--- config.mk ---
export PLATFORM = sky130hd
export DESIGN_NAME = id_ex_stage_ctrl
export DESIGN_NICKNAME = d
export VERILOG_FILES = /design/src/rtl/id_ex_stage_ctrl.sv
export SDC_FILE = /design/constraint.sdc
export NUM_CORES = 1
export LEC_CHECK = 0
export CAP_MARGIN = 20
export CORE_MARGIN = 2
export CORE_UTILIZATION = 42
export CTS_BUF_LIST = sky130_fd_sc_hd__clkbuf_16
export CTS_CLUSTER_SIZE = 20
export DETAILED_ROUTE_END_ITERATION = 7
export GPL_TIMING_DRIVEN = 0
export HOLD_SLACK_MARGIN = 0.08
export PLACE_DENSITY = 0.8
export SYNTH_ARGS = -nofsm -noshare
export SYNTH_HDL_FRONTEND = slang
export SYNTH_SLANG_ARGS = --single-unit
--- constraint.sdc ---
create_clock -name Clk -period 2.9 [get_ports Clk]
set_input_delay 0.435 -clock Clk [delete_from_list [all_inputs] [get_ports Clk]]
set_output_delay 0.435 -clock Clk [all_outputs]
set_load 0.03 [all_outputs]
--- src/rtl/id_ex_stage_ctrl.sv ---
// ID stage controller: decodes the IF/ID instruction, drives the immediate extender select,
// captures decoded controls into the ID/EX register and inserts load-use / flush bubbles.
module id_ex_stage_ctrl #(
   parameter int unsigned STALL_CNT_W = 16
) (
   input  logic                   Clk,
   input  logic                   Reset,
   input  logic [31:0]            Instr,
   input  logic                   IfIdValid,
   input  logic [31:0]            ExtImm,
   input  logic                   BranchTaken,
   input  logic                   MemBusy,
   output logic                   ExtendType,
   output logic                   Stall,
   output logic                   IdExValid,
   output logic                   IdExRegWrite,
   output logic                   IdExMemRead,
   output logic                   IdExMemWrite,
   output logic                   IdExALUSrc,
   output logic                   IdExRegDst,
   output logic                   IdExBranch,
   output logic [4:0]             IdExRs,
   output logic [4:0]             IdExRt,
   output logic [4:0]             IdExRd,
   output logic [31:0]            IdExImm,
   output logic                   IllegalOp,
   output logic [STALL_CNT_W-1:0] StallCount
);

   localparam logic [5:0] OpRtype = 6'b000000;
   localparam logic [5:0] OpBeq   = 6'b000100;
   localparam logic [5:0] OpBne   = 6'b000101;
   localparam logic [5:0] OpAddi  = 6'b001000;
   localparam logic [5:0] OpAddiu = 6'b001001;
   localparam logic [5:0] OpSlti  = 6'b001010;
   localparam logic [5:0] OpAndi  = 6'b001100;
   localparam logic [5:0] OpOri   = 6'b001101;
   localparam logic [5:0] OpXori  = 6'b001110;
   localparam logic [5:0] OpLui   = 6'b001111;
   localparam logic [5:0] OpLw    = 6'b100011;
   localparam logic [5:0] OpSw    = 6'b101011;

   localparam logic [STALL_CNT_W-1:0] CntOne = {{(STALL_CNT_W-1){1'b0}}, 1'b1};

   // Instruction fields
   logic [5:0] op;
   logic [4:0] instr_rs;
   logic [4:0] instr_rt;
   logic [4:0] instr_rd;
   logic       unused_instr;

   assign op           = Instr[31:26];
   assign instr_rs     = Instr[25:21];
   assign instr_rt     = Instr[20:16];
   assign instr_rd     = Instr[15:11];
   // Low immediate bits reach the datapath through ExtImm, not through this block.
   assign unused_instr = ^Instr[10:0];

   // Decoded controls
   logic dec_reg_write;
   logic dec_mem_read;
   logic dec_mem_write;
   logic dec_alu_src;
   logic dec_reg_dst;
   logic dec_branch;
   logic dec_ext;
   logic dec_rt_used;
   logic dec_illegal;

   // ID/EX register state
   logic                   valid_q,     valid_d;
   logic                   reg_write_q, reg_write_d;
   logic                   mem_read_q,  mem_read_d;
   logic                   mem_write_q, mem_write_d;
   logic                   alu_src_q,   alu_src_d;
   logic                   reg_dst_q,   reg_dst_d;
   logic                   branch_q,    branch_d;
   logic                   illegal_q,   illegal_d;
   logic [4:0]             rs_q,        rs_d;
   logic [4:0]             rt_q,        rt_d;
   logic [4:0]             rd_q,        rd_d;
   logic [31:0]            imm_q,       imm_d;
   logic [STALL_CNT_W-1:0] cnt_q,       cnt_d;

   logic hazard;
   logic cnt_sat;

   // Opcode decode; unknown opcodes decode to all-zero controls and flag illegal
   always_comb begin
      dec_reg_write = 1'b0;
      dec_mem_read  = 1'b0;
      dec_mem_write = 1'b0;
      dec_alu_src   = 1'b0;
      dec_reg_dst   = 1'b0;
      dec_branch    = 1'b0;
      dec_ext       = 1'b0;
      dec_rt_used   = 1'b0;
      dec_illegal   = 1'b0;
      case (op)
         OpRtype: begin
            dec_reg_write = 1'b1;
            dec_reg_dst   = 1'b1;
            dec_rt_used   = 1'b1;
         end
         OpAddi, OpAddiu, OpSlti: begin
            dec_reg_write = 1'b1;
            dec_alu_src   = 1'b1;
            dec_ext       = 1'b1;
         end
         OpAndi, OpOri, OpXori, OpLui: begin
            dec_reg_write = 1'b1;
            dec_alu_src   = 1'b1;
         end
         OpLw: begin
            dec_reg_write = 1'b1;
            dec_mem_read  = 1'b1;
            dec_alu_src   = 1'b1;
            dec_ext       = 1'b1;
         end
         OpSw: begin
            dec_mem_write = 1'b1;
            dec_alu_src   = 1'b1;
            dec_ext       = 1'b1;
            dec_rt_used   = 1'b1;
         end
         OpBeq, OpBne: begin
            dec_branch    = 1'b1;
            dec_ext       = 1'b1;
            dec_rt_used   = 1'b1;
         end
         default: begin
            dec_illegal   = 1'b1;
         end
      endcase
   end

   // Load-use detection against the load currently sitting in ID/EX; $zero never conflicts
   always_comb begin
      hazard = valid_q & mem_read_q & (rt_q != 5'd0) & IfIdValid &
               ((rt_q == instr_rs) | (dec_rt_used & (rt_q == instr_rt)));
   end

   assign ExtendType = dec_ext;
   // A flush or a frozen pipeline makes the stall moot
   assign Stall      = hazard & ~BranchTaken & ~MemBusy;
   assign cnt_sat    = &cnt_q;

   // Next ID/EX contents: freeze, flush bubble, load-use bubble, or normal capture
   always_comb begin
      valid_d     = valid_q;
      reg_write_d = reg_write_q;
      mem_read_d  = mem_read_q;
      mem_write_d = mem_write_q;
      alu_src_d   = alu_src_q;
      reg_dst_d   = reg_dst_q;
      branch_d    = branch_q;
      illegal_d   = illegal_q;
      rs_d        = rs_q;
      rt_d        = rt_q;
      rd_d        = rd_q;
      imm_d       = imm_q;
      cnt_d       = cnt_q;
      if (MemBusy) begin
         // Whole pipeline frozen; a pending branch is re-asserted by the branch unit.
      end else if (BranchTaken || hazard) begin
         valid_d     = 1'b0;
         reg_write_d = 1'b0;
         mem_read_d  = 1'b0;
         mem_write_d = 1'b0;
         alu_src_d   = 1'b0;
         reg_dst_d   = 1'b0;
         branch_d    = 1'b0;
         illegal_d   = 1'b0;
         // Fields are don't-care under a bubble; loading them keeps the mux simple.
         rs_d        = instr_rs;
         rt_d        = instr_rt;
         rd_d        = instr_rd;
         imm_d       = ExtImm;
         // Only load-use bubbles are counted, not flushes
         if (!BranchTaken && !cnt_sat) begin
            cnt_d = cnt_q + CntOne;
         end
      end else begin
         valid_d     = IfIdValid;
         reg_write_d = dec_reg_write & IfIdValid;
         mem_read_d  = dec_mem_read  & IfIdValid;
         mem_write_d = dec_mem_write & IfIdValid;
         alu_src_d   = dec_alu_src   & IfIdValid;
         reg_dst_d   = dec_reg_dst   & IfIdValid;
         branch_d    = dec_branch    & IfIdValid;
         illegal_d   = dec_illegal   & IfIdValid;
         rs_d        = instr_rs;
         rt_d        = instr_rt;
         rd_d        = instr_rd;
         imm_d       = ExtImm;
      end
   end

   // ID/EX pipeline register with synchronous reset
   always_ff @(posedge Clk) begin
      if (Reset) begin
         valid_q     <= 1'b0;
         reg_write_q <= 1'b0;
         mem_read_q  <= 1'b0;
         mem_write_q <= 1'b0;
         alu_src_q   <= 1'b0;
         reg_dst_q   <= 1'b0;
         branch_q    <= 1'b0;
         illegal_q   <= 1'b0;
         rs_q        <= 5'd0;
         rt_q        <= 5'd0;
         rd_q        <= 5'd0;
         imm_q       <= 32'd0;
         cnt_q       <= '0;
      end else begin
         valid_q     <= valid_d;
         reg_write_q <= reg_write_d;
         mem_read_q  <= mem_read_d;
         mem_write_q <= mem_write_d;
         alu_src_q   <= alu_src_d;
         reg_dst_q   <= reg_dst_d;
         branch_q    <= branch_d;
         illegal_q   <= illegal_d;
         rs_q        <= rs_d;
         rt_q        <= rt_d;
         rd_q        <= rd_d;
         imm_q       <= imm_d;
         cnt_q       <= cnt_d;
      end
   end

   assign IdExValid    = valid_q;
   assign IdExRegWrite = reg_write_q;
   assign IdExMemRead  = mem_read_q;
   assign IdExMemWrite = mem_write_q;
   assign IdExALUSrc   = alu_src_q;
   assign IdExRegDst   = reg_dst_q;
   assign IdExBranch   = branch_q;
   assign IdExRs       = rs_q;
   assign IdExRt       = rt_q;
   assign IdExRd       = rd_q;
   assign IdExImm      = imm_q;
   assign IllegalOp    = illegal_q;
   assign StallCount   = cnt_q;

endmodule

==> Yosys cells after proc, flatten, opt, wreduce, memory -nomap -nowiden <==
Cells that the tools add are included.
{ "totals": {"reg_bits": 71, "output_inout_bits": 73, "elab_cells": 75} }
{ "classes": {"add_sub_neg": 1, "n_eq_ne": 13, "n_mux": 17, "bitwise": 17, "n_reduce_logical": 14} }
{ "op_table": {"columns": ["operator", "n"], "rows": [
  ["6-bit by 4-bit equality test with 1-bit output, second input constant", 7],
  ["9-bit OR reduction", 2],
  ["1-bit two-way mux", 17],
  ["16-bit by 1-bit adder with 16-bit output, second input constant", 1],
  ["16-bit AND reduction", 1],
  ["1-bit bitwise AND", 14],
  ["6-bit by 3-bit equality test with 1-bit output, second input constant", 2],
  ["6-bit equality test, second input constant", 2],
  ["12-bit OR reduction", 1],
  ["5-bit equality test", 2],
  ["7-bit OR reduction", 1],
  ["6-bit logical NOT", 1],
  ["5-bit nonzero test", 1],
  ["4-bit OR reduction", 1],
  ["3-bit AND reduction", 1],
  ["1-bit logical NOT", 2],
  ["1-bit inverter", 2],
  ["2-bit OR reduction", 1],
  ["1-bit logical AND", 1],
  ["1-bit logical OR", 1],
  ["1-bit OR", 1]
]} }

==> Logic depth before layout (Yosys ltp) <==
{ "logic_depth": {"word_depth": 8, "mapped_depth": 9} }

==> Worst setup path after synthesis <==
OpenSTA, ideal clock, no wires.
{ "synth_timing": {"kind": "input port to output port", "from": "input port Instr[27]", "to": "output port Stall", "arrival_ns": 2.127, "setup_slack_ns": 0.338, "stages": 8, "path_buffers": 3, "cell_sequence": "buf_6 or3_4 o2bb2ai_2 nor4b_4 o21ai_2 buf_6 buf_2 nor2_1"} }
{ "synth_between": {"elab_chain_cells": 8, "elab_cells_between_ends": 11, "cone_classes": "eq/ne: 3; mux: 1; bitwise: 5; reduce/logical: 2"} }
{ "synth_lines": {"columns": ["item", "line", "rtl"], "rows": [
  ["start, declared", "8", "input logic [31:0] Instr,"],
  ["6-bit by 3-bit equality test with 1-bit output (tied with other cells)", "99", "case (op)"],
  ["4-bit OR reduction (no line) (*)", null, null],
  ["1-bit two-way mux (*)", "99", null],
  ["1-bit bitwise AND (*)", "140", "((rt_q == instr_rs) | (dec_rt_used & (rt_q == instr_rt)));"],
  ["1-bit OR (*)", "140", null],
  ["1-bit bitwise AND (*)", "139", "hazard = valid_q & mem_read_q & (rt_q != 5'd0) & IfIdValid &"],
  ["1-bit bitwise AND (*) (2 in series)", "145", "assign Stall = hazard & ~BranchTaken & ~MemBusy;"],
  ["end, declared", "14", "output logic Stall,"]
]} }
Mark *: on every way between the ends. The rest lies on a longest branch, timed or not.

==> Final worst setup path <==
{ "layout_timing": {"from": "input port Instr[17]", "to": "output port Stall"} }
{ "layout_between": {"elab_chain_cells": 6} }
{ "layout_lines": {"columns": ["item", "line"], "rows": [
  ["5-bit equality test", "140"],
  ["1-bit bitwise AND", "140"],
  ["1-bit OR", "140"],
  ["1-bit bitwise AND", "139"],
  ["1-bit bitwise AND (2 in series)", "145"]
]} }
Every way passes these cells.

==> results.txt <==
----------------------------------------------------
[Status]
  Outcome ... completed

[Timing]
  Worst-margin pin slew ... 709 ps
  Min Hold Slack ... 344 ps
  Fin crit share ... 91.8%
  Count of endpoints failing hold in the final timing report ... 0
  Maximum achievable frequency ... 375 MHz
  Number of pins exceeding their max-slew limit in the final report ... 0
  Worst slew margin relative to its limit ... 52.8%
  Final min period ... 2660 ps
  Max Clock Skew ... 4.39 ps
  TNS Setup ... 0 ps
  RSZ-0062 raised after global routing ... false
  Final number of setup-violating endpoints ... 0

[Placement]
  Buffers added on ports ... 128
  # placed instances ... 561
  Post-detail-place hpwl ... 6280 µm
  Placed cell area ... 0.00461 mm²
  Final weighted congestion in routability-driven placement ... 0.851

[Worst setup path]
  Register-to-register path setup slack ... 740 ps
  Reg-to-reg startpoint ... IdExRt[1]
  Worst setup SP type ... input port
  Crit path max-delay cell type ... sky130_fd_sc_hd__clkdlybuf4s50_1
  Kind of critical path ... in -> out
  Critical Path, Cell by Cell ... clkdlybuf4s50_1 -> xnor2_1 -> nand4_1 -> nor4b_4 -> o21ai_4 -> buf_6 -> nor2_1 -> buf_4
  CP Data Required Time ... 2470 ps
  End of the worst register-to-register path ... StallCount[8]
  Maximum fanout along the worst path ... 19
  R2R cell count ... 7
  Worst setup EP type ... primary output
  Worst path max stage delay ... 510 ps
  Data arrival, critical path ... 2230 ps

[CTS]
  CTS buffer count ... 9
  Skew-Pair Late Insertion Delay ... 330 ps
  Hold-fix buffers, CTS ... 0
  Sinks on the clock net ... 71
  Max Root-Sink Buffers ... 2
  Clk root buf ... sky130_fd_sc_hd__clkbuf_16
  Reg clk slew, reported paths ... 60 ps
  H-tree lvl count ... 3
  CTS tree ... done

[Floorplan]
  Die span in x ... 91.3 µm
  Total core area ... 0.00733 mm²
  Die footprint ... 0.00834 mm²
  Floorplan die height ... 91.3 µm
  Row Count ... 31
  Initial core utilization ... 43.7%
  I/O pin count ... 142

[Routing]
  Via density ... 5.14
  Vias post-DR ... 2965
  DRT Wirelength ... 8380 µm
  Detailed-routing iteration count for the pre-antenna-repair pass ... 4
  DR iter-0 viols ... 144
  Number of nets still failing antenna checks after routing ... 0
  Drt wl/cell ... 14.5 µm
  DRC errors left ... 0

[Finish]
  Net count of the finished layout ... 543
  Multi-input combinational cell area ... 0.00168 mm²
  Fin area ... 0.00496 mm²
  Layout fillers ... 565
  Top library cells by usage in the layout, fill and taps aside ... 124 x sky130_fd_sc_hd__clkdlybuf4s50_1, 71 x sky130_fd_sc_hd__dfxtp_1, 67 x sky130_fd_sc_hd__nor2_1, 48 x sky130_fd_sc_hd__mux2i_1, 16 x sky130_fd_sc_hd__nand2_1
  Antenna diode count ... 0
  FF/Latch Area ... 0.00142 mm²
  Fraction of final layout cells sized beyond drive strength 1 ... 7.74%
  Most common library cell in the layout ignoring fill and taps ... sky130_fd_sc_hd__clkdlybuf4s50_1
  Non-filler instance count after layout ... 577
  Signed area change from the synthesized netlist to the final layout ... 54.7%

[Flow run]
  Maxcap violations ... 0

[Yosys]
  Gate count after technology mapping ... 334
  Leading register cell type out of synthesis ... sky130_fd_sc_hd__dfxtp_1
  Cell type with the highest aggregate area in the netlist ... sky130_fd_sc_hd__dfxtp_1
  Number of different library cells in the post-synthesis netlist ... 47
  Async SR Flop Fraction ... 0%
  Syn Std Cell Area ... 0.00320 mm²
  Biggest area contributors in the synthesized netlist ... sky130_fd_sc_hd__dfxtp_1 44%, sky130_fd_sc_hd__mux2i_1 15%, sky130_fd_sc_hd__nor2_1 7.8%
  Syn avg cell area ... 9.59 µm²
  Register bit count reported by yosys ... 71
  Net count after synthesis ... 404
  Proportion of synthesized chip area in sequential cells ... 44.4%
  EDFF count, synth ... 0
  Count of synthesis-stage warnings from yosys ... 0
  Share of the synthesized area in the top cell type ... 44.4%

[Global route]
  Total grt overflow ... 0
  Maximum number of pins on one net before global-route repair ... 13
  Number of antenna violations at the first check in global routing ... 0
  Number of global-route vias before repair ... 2901
  Wire length of the first global-routing pass ... 13800 µm
  All-Layer GR Usage ... 20.6%

[Pwr]
  Peak ir drop on the vdd network ... 0.341 mV
  Ratio of total power to cell area ... 542 mW/mm²
  PnR Total Power ... 2690 µW
  Pleak ... 0.00196 µW

[Hold path]
  Startpoint of the most critical hold path ... Instr[29]
  Class of the tightest hold or removal check ... in -> reg
  Hold EP ... IdExMemRead
  Hold Path Depth ... 2

----------------------------------------------------
-- per-layer routing --
| layer | up-vias | track usage [%] | wire length [µm] |
|---|---|---|---|
| li1 | 1443 | - | - |
| met1 | 1401 | 24.4 | 3420 |
| met2 | 106 | 34.1 | 4060 |
| met3 | 15 | 7.14 | 728 |
| met4 | 0 | 8.08 | 173 |
| met5 | - | 0 | 0 |
-- cells in the mapped netlist, types with 2 or more instances --
cell type and count:
sky130_fd_sc_hd__nand2_1 16, sky130_fd_sc_hd__buf_2 3, sky130_fd_sc_hd__a32o_1 2, sky130_fd_sc_hd__or3_1 5
sky130_fd_sc_hd__o31ai_1 5, sky130_fd_sc_hd__nor4_4 4, sky130_fd_sc_hd__nor2b_1 10, sky130_fd_sc_hd__buf_1 6
sky130_fd_sc_hd__nand4_1 7, sky130_fd_sc_hd__nand2b_1 3, sky130_fd_sc_hd__or4_1 5, sky130_fd_sc_hd__nor2_1 67
sky130_fd_sc_hd__xor2_1 3, sky130_fd_sc_hd__buf_6 3, sky130_fd_sc_hd__clkbuf_1 8, sky130_fd_sc_hd__xnor2_1 8
sky130_fd_sc_hd__o21ai_0 8, sky130_fd_sc_hd__dfxtp_1 71, sky130_fd_sc_hd__mux2_1 4, sky130_fd_sc_hd__inv_1 4
sky130_fd_sc_hd__mux2i_1 48, sky130_fd_sc_hd__a21oi_1 9, sky130_fd_sc_hd__mux2_2 4, sky130_fd_sc_hd__nor3_1 5
sky130_fd_sc_hd__nand3_1 4
-- power breakdown --
group          leakage (µW)  internal [µW]  switching [µW]
clock              0.000171            835             417
sequential         0.000582           1020            24.9
combinational       0.00120            195             198
total               0.00196           2050             639
-- stage by stage --
stage               util [%]  setup WS, ps
floorplan                  -           338
global placement        62.9          -567
detailed placement      62.9          -612
CTS                     67.7          26.6
global route            67.6           156
finish                  67.6           236
-- logic make-up after synthesis --
kind of cell,synth area share [%]
adder cells (fa/ha/maj),0.703
buffers and inverters,3.63
multiplexers,17.8
AO/OA/AOI/OAI,6.72
AND/OR/NAND/NOR,23.8
flip-flops,44.4
XOR/XNOR,3.01
-- what timing repair did --
action                                  CTS  global route
endpoints found under the setup margin    1             1
endpoints found under the hold margin     0             0
gates cloned                              0             0
pin swaps                                 0             1
gates resized for setup                  11             0
buffers inserted                          1             0
-- flip-flops by register name, summed over array words and instances (netlist names) --
signal        flops
IdExImm          32
StallCount       16
IdExRd            5
IdExRs            5
IdExRt            5
IdExALUSrc        1
IdExBranch        1
IdExMemRead       1
IdExMemWrite      1
IdExRegDst        1
IdExRegWrite      1
IdExValid         1
IllegalOp         1
-- worst max-delay path by stage --
stage	depth (start not counted)	slack [ps]	startpoint	end
2_1_floorplan	8	340	Instr[27]	Stall
3_3_place_gp	9	-570	Instr[31]	Stall
3_5_place_dp	9	-610	Instr[31]	Stall
4_1_cts	9	30	Instr[17]	Stall
5_1_grt	8	160	Instr[18]	Stall
6_report	8	240	Instr[17]	Stall
-- area by class of cell --
class                      count  area share [%]
clock buffer                   9            4.54
sequential                    71            28.7
inverter                       4           0.303
timing repair buffer         129            25.9
tap                           99            2.50
clock inverter                 7            2.27
multi-input combinational    239            33.9
buffer                        19            1.94
-- critical path: cells and delay by family --
family / cells / cell delay, ps
and+or+nand+nor: 3 / 640
AOI/OAI and AO/OA: 1 / 130
xor gates and xnor gates: 1 / 130
buffers and inverters: 3 / 880
Power figures use the tool's default switching activity.
